**src/rtl/product_accumulator_if.sv**
```systemverilog
// Handshake bundle between the product source, the accumulator and the
// result consumer. The accumulator sits on the slave side; the environment
// (upstream multiply stage plus downstream consumer) sits on the master side.
interface product_accumulator_if #(
  parameter int WIDTH     = 16,
  parameter int ACC_WIDTH = 24
);

  logic [WIDTH-1:0]     product;
  logic                 in_valid;
  logic                 in_ready;
  logic                 clear;
  logic [ACC_WIDTH-1:0] sum;
  logic                 sum_valid;
  logic                 sum_ready;
  logic                 overflow;

  modport master (
    output product, in_valid, clear, sum_ready,
    input  in_ready, sum, sum_valid, overflow
  );

  modport slave (
    input  product, in_valid, clear, sum_ready,
    output in_ready, sum, sum_valid, overflow
  );

endinterface

```
**src/rtl/product_accumulator.sv**
```systemverilog
// Block accumulator for the multiply stage output: sums COUNT unsigned
// products into an ACC_WIDTH accumulator, then holds the block result with
// a sticky carry-out flag until the consumer takes it.
module product_accumulator #(
  parameter int WIDTH     = 16,
  parameter int COUNT     = 8,
  parameter int ACC_WIDTH = 24
) (
  input  logic                  clk,
  input  logic                  nReset,
  product_accumulator_if.slave  bus
);

  localparam int CNT_W = (COUNT > 1) ? $clog2(COUNT) : 1;
  localparam logic [CNT_W-1:0] LAST = CNT_W'(COUNT - 1);

  typedef enum logic {
    ACCUM = 1'b0,
    HOLD  = 1'b1
  } state_t;

  state_t               state;
  logic [ACC_WIDTH-1:0] acc;
  logic [CNT_W-1:0]     cnt;
  logic                 ovf;
  logic [ACC_WIDTH-1:0] sum_q;
  logic                 sum_valid_q;
  logic                 overflow_q;

  logic [ACC_WIDTH:0]   acc_add;
  logic                 carry;
  logic                 take;

  // Unsigned add of a zero-extended product; the extra MSB is the carry out.
  function automatic logic [ACC_WIDTH:0] add_carry(
    input logic [ACC_WIDTH-1:0] a,
    input logic [WIDTH-1:0]     p
  );
    logic [ACC_WIDTH:0] ext_a;
    logic [ACC_WIDTH:0] ext_p;
    ext_a = {1'b0, a};
    ext_p = {{(ACC_WIDTH + 1 - WIDTH){1'b0}}, p};
    return ext_a + ext_p;
  endfunction

  // Ready depends only on state and reset, never on the input valid.
  assign bus.in_ready = (state == ACCUM) && !nReset;

  // A product is taken only when ready, valid and not being aborted.
  assign take = bus.in_ready && bus.in_valid && !bus.clear;

  // Next accumulator value and its carry out of ACC_WIDTH.
  always_comb begin
    acc_add = add_carry(acc, bus.product);
    carry   = acc_add[ACC_WIDTH];
  end

  // Block FSM: accumulate COUNT products, then hold the result for the consumer.
  always_ff @(posedge clk) begin
    if (nReset) begin
      state       <= ACCUM;
      acc         <= '0;
      cnt         <= '0;
      ovf         <= 1'b0;
      sum_q       <= '0;
      sum_valid_q <= 1'b0;
      overflow_q  <= 1'b0;
    end else begin
      case (state)
        ACCUM: begin
          if (bus.clear) begin
            acc <= '0;
            cnt <= '0;
            ovf <= 1'b0;
          end else if (take) begin
            if (cnt == LAST) begin
              sum_q       <= acc_add[ACC_WIDTH-1:0];
              overflow_q  <= ovf | carry;
              sum_valid_q <= 1'b1;
              acc         <= '0;
              cnt         <= '0;
              ovf         <= 1'b0;
              state       <= HOLD;
            end else begin
              acc <= acc_add[ACC_WIDTH-1:0];
              cnt <= cnt + 1'b1;
              ovf <= ovf | carry;
            end
          end
        end
        HOLD: begin
          if (bus.sum_ready) begin
            sum_valid_q <= 1'b0;
            state       <= ACCUM;
          end
        end
        default: state <= ACCUM;
      endcase
    end
  end

  assign bus.sum       = sum_q;
  assign bus.sum_valid = sum_valid_q;
  assign bus.overflow  = overflow_q;

endmodule

```
**src/flat_wrapper.sv**
```systemverilog
// flat-port wrapper written by rule: the top's interface ports become plain ports
module product_accumulator_flat 
#(
  parameter int WIDTH     = 16,
  parameter int COUNT     = 8,
  parameter int ACC_WIDTH = 24
)
  (clk, nReset, bus_product, bus_in_valid, bus_clear, bus_sum_ready, bus_in_ready, bus_sum, bus_sum_valid, bus_overflow);
  product_accumulator_if #(.WIDTH(WIDTH), .ACC_WIDTH(ACC_WIDTH)) bus_i ();
  input  logic clk;
  input  logic nReset;
  input wire logic [$bits(bus_i.product)-1:0] bus_product;
  input wire logic [$bits(bus_i.in_valid)-1:0] bus_in_valid;
  input wire logic [$bits(bus_i.clear)-1:0] bus_clear;
  input wire logic [$bits(bus_i.sum_ready)-1:0] bus_sum_ready;
  output wire logic [$bits(bus_i.in_ready)-1:0] bus_in_ready;
  output wire logic [$bits(bus_i.sum)-1:0] bus_sum;
  output wire logic [$bits(bus_i.sum_valid)-1:0] bus_sum_valid;
  output wire logic [$bits(bus_i.overflow)-1:0] bus_overflow;
  assign bus_i.product = bus_product;
  assign bus_i.in_valid = bus_in_valid;
  assign bus_i.clear = bus_clear;
  assign bus_i.sum_ready = bus_sum_ready;
  assign bus_in_ready = bus_i.in_ready;
  assign bus_sum = bus_i.sum;
  assign bus_sum_valid = bus_i.sum_valid;
  assign bus_overflow = bus_i.overflow;
  product_accumulator #(.WIDTH(WIDTH), .COUNT(COUNT), .ACC_WIDTH(ACC_WIDTH)) u_core (.clk(clk), .nReset(nReset), .bus(bus_i));
endmodule
```
**config.mk**
```make
export PLATFORM = sky130hd
export DESIGN_NAME = product_accumulator_flat
export DESIGN_NICKNAME = d
export VERILOG_FILES = /design/src/rtl/product_accumulator_if.sv /design/src/rtl/product_accumulator.sv /design/src/flat_wrapper.sv
export SDC_FILE = /design/constraint.sdc
export NUM_CORES = 1
export LEC_CHECK = 0
export CAP_MARGIN = 20
export CORE_ASPECT_RATIO = 0.7
export CORE_MARGIN = 1
export CORE_UTILIZATION = 35
export DETAILED_ROUTE_END_ITERATION = 7
export DONT_BUFFER_PORTS = 1
export PLACE_DENSITY = 0.54
export SLEW_MARGIN = 30
export SYNTH_ARGS = -nofsm -noshare
export SYNTH_HDL_FRONTEND = slang
export SYNTH_SLANG_ARGS = --single-unit
```
**constraint.sdc**
```tcl
create_clock -name clk -period 6.5 [get_ports clk]
set_input_delay 1.3 -clock clk [delete_from_list [all_inputs] [get_ports clk]]
set_output_delay 1.3 -clock clk [all_outputs]
set_load 0.02 [all_outputs]
```
==> results.yml <==
status:
  status: "complete, no violations"
routing:
  routedWlPerCell_um: 16.9
  num_vias: 2587
  ant_nets: 0
  drc: 0
  wl_mm: 7.70
  viasPerCell: 5.66
  firstDrtPassIters: 4
  drt-initial-drc-count: 127
yosys:
  syn_area_per_cell_um2: 8.30
  ys_seq_elements: 55
  synth_common_cells: "dfxtp_1, a21oi_1, nand2_1"
  yosysWarnings: 0
  yosysTopAreaCell: "dfxtp_1"
  ys_seq_area_frac: 0.365
  synth.top_cell.area_share: 0.365
  synth_nets: 403
  ys_types: 49
  syn_inst: 363
  synth_top_cells_by_area: "dfxtp_1, ha_1, a21oi_1"
  synth_area_um2: 3010
  async_reset_ff_frac: 0
  synth_flop_cell: "dfxtp_1"
  synth_edf_count: 0
  synth.most_common_cell: "dfxtp_1"
clock_network:
  ctsLongestPathBuffers: 2
  cts_setup_buffers: 0
  htree_levels: 2
  clock_latency_ps: 300
  ctsHoldBuffers: 0
  cts_made_buffers: 5
  cts.clk_slew.worst_paths_ps: 80
  clock-root-buffer: "clkbuf_16"
  cts.sinks: 55
  cts_tree: "built"
  cts.repair.resized: 0
setup_path:
  end_kind: "flip-flop"
  cp.arrival_ps: 3540
  cp_max_fo: 8
  path_class: "input port to flip-flop"
  startpoint_type: "input port"
  required_ps: 6720
timing:
  tns_ps: 0
  rsz0062_at_grt: "no"
  period_share: 0.511
  tightest_slew_ps: 669
  max_freq_ghz: 0.301
  slew_viol_final: 0
  final.setup_skew_ps: 9.04
  hold_viol_final: 0
  holdWs_ps: 463
  fin_ws_ps: 3180
  min_period_ps: 3320
  relSlewSlack: 0.551
  setup_viol: 0
global_routing:
  grt_pass1_vias: 2386
  grt_start_max_net_pins: 39
  grt_overflow: 0
  grt_pass1_wl_mm: 12.5
  track_usage: 0.181
  antenna_found_initial: 0
cells_and_area:
  area_growth_pct: 8.05
  n_antenna_cell: 0
  fin_nets: 395
  fill_cells: 859
  seq_area_um2: 1100
  fin_util: 0.402
  multi_input_area_um2: 1840
  drive_above_1_share: 0.0674
floorplanning:
  coreArea_um2: 8110
  die_h_um: 79.6
  dieArea_um2: 8990
  io_pins: 48
  initial_core_util: 0.372
  die_w_um: 113
  rows: 27
place:
  dp_hpwl_mm: 5.40
  io_buffers: 0
  gp_congestion: 0.893
  place_ws_ps: 2880
pwr:
  leakagePower_uw: 0.00129
  ir_drop_mv: 0.111
  p_total_uw: 718
  power_density_nw_per_um2: 221
job:
  cap_violations: 0
min_path:
  hp-class: "flip-flop to flip-flop"
[area by class of cell]
| class | count | share of cell area |
|---|---|---|
| timing repair buffer | 3 | 0.00692 |
| clock inverter | 2 | 0.00538 |
| tap | 101 | 0.0388 |
| clock buffer | 6 | 0.0426 |
| sequential | 55 | 0.338 |
| multi-input combinational | 286 | 0.564 |
| inverter | 4 | 0.00461 |
[cells by family after synthesis]
family	after synthesis	synth area share
AND/OR/NAND/NOR	120	0.185
adder cells (fa/ha/maj)	19	0.0814
buffers and inverters	22	0.0274
AO/OA/AOI/OAI	130	0.290
XOR/XNOR	14	0.0407
multiplexers	3	0.00996
flip-flops	55	0.365
[layer usage]
layer / GRT usage / vias up / routed length [µm]
met1: 0.270 / 1198 / 4080
met4: 0.0553 / 0 / 87
met5: 0 / - / 0
li1: - / 1317 / -
met2: 0.245 / 64 / 2940
met3: 0.0501 / 8 / 596
[state kept, by name (all words and copies together), names as in the netlist]
register              cells
u_core.bus.overflow       1
u_core.cnt                3
u_core.state              1
u_core.acc               24
u_core.bus.sum           24
u_core.bus.sum_valid      1
u_core.ovf                1
[power by group]
| group | switching (µW) | internal, µW | leakage, µW |
|---|---|---|---|
| Sequential | 7.76 | 343 | 0.000444 |
| Clock | 134 | 157 | 0.0000779 |
| Combinational | 48.8 | 28.7 | 0.000768 |
| Total | 190 | 528 | 0.00129 |
[critical path, cell delays in order]
cell      delay [ps]
ha_1             360
a21o_1           230
a311oi_2         310
nor2_2           130
a31o_4           300
o41ai_4          520
o21ai_1          150
a311oi_2         240
[final timing paths]
path                                                   from                              end  cells past startpoint  slack [ps]
worst max-delay path                         bus_product[3]  u_core.bus.sum[21]$_SDFFE_PP0P_                      8        3180
worst min-delay path            u_core.acc[13]$_SDFFE_PP0P_      u_core.acc[13]$_SDFFE_PP0P_                      2         460
worst max register to register   u_core.acc[3]$_SDFFE_PP0P_  u_core.bus.sum[21]$_SDFFE_PP0P_                      8        3860
worst min register to register  u_core.acc[13]$_SDFFE_PP0P_      u_core.acc[13]$_SDFFE_PP0P_                      2         460
[cells in the final DEF (no fill, tap or decap), types with 5 or more instances in the layout]
master,synthesis,layout
clkbuf_16,0,5
dfxtp_1,55,55
nand2_1,38,38
nor3_1,8,7
a21oi_1,42,42
xor2_1,6,6
o21ai_0,22,22
ha_1,18,18
a21o_1,12,12
nor2_1,34,34
nand3_1,10,10
and3_1,8,8
a31oi_1,6,6
a22oi_1,11,11
xnor2_1,8,8
[metrics by stage]
step,cell area (µm²),std cells
2_1_floorplan,3010,363
3_3_place_gp,3100,449
3_5_place_dp,3100,449
4_1_cts,3260,457
5_1_grt,3260,457
6_report,3260,457
Note: power is estimated with default switching activity, not from simulation.
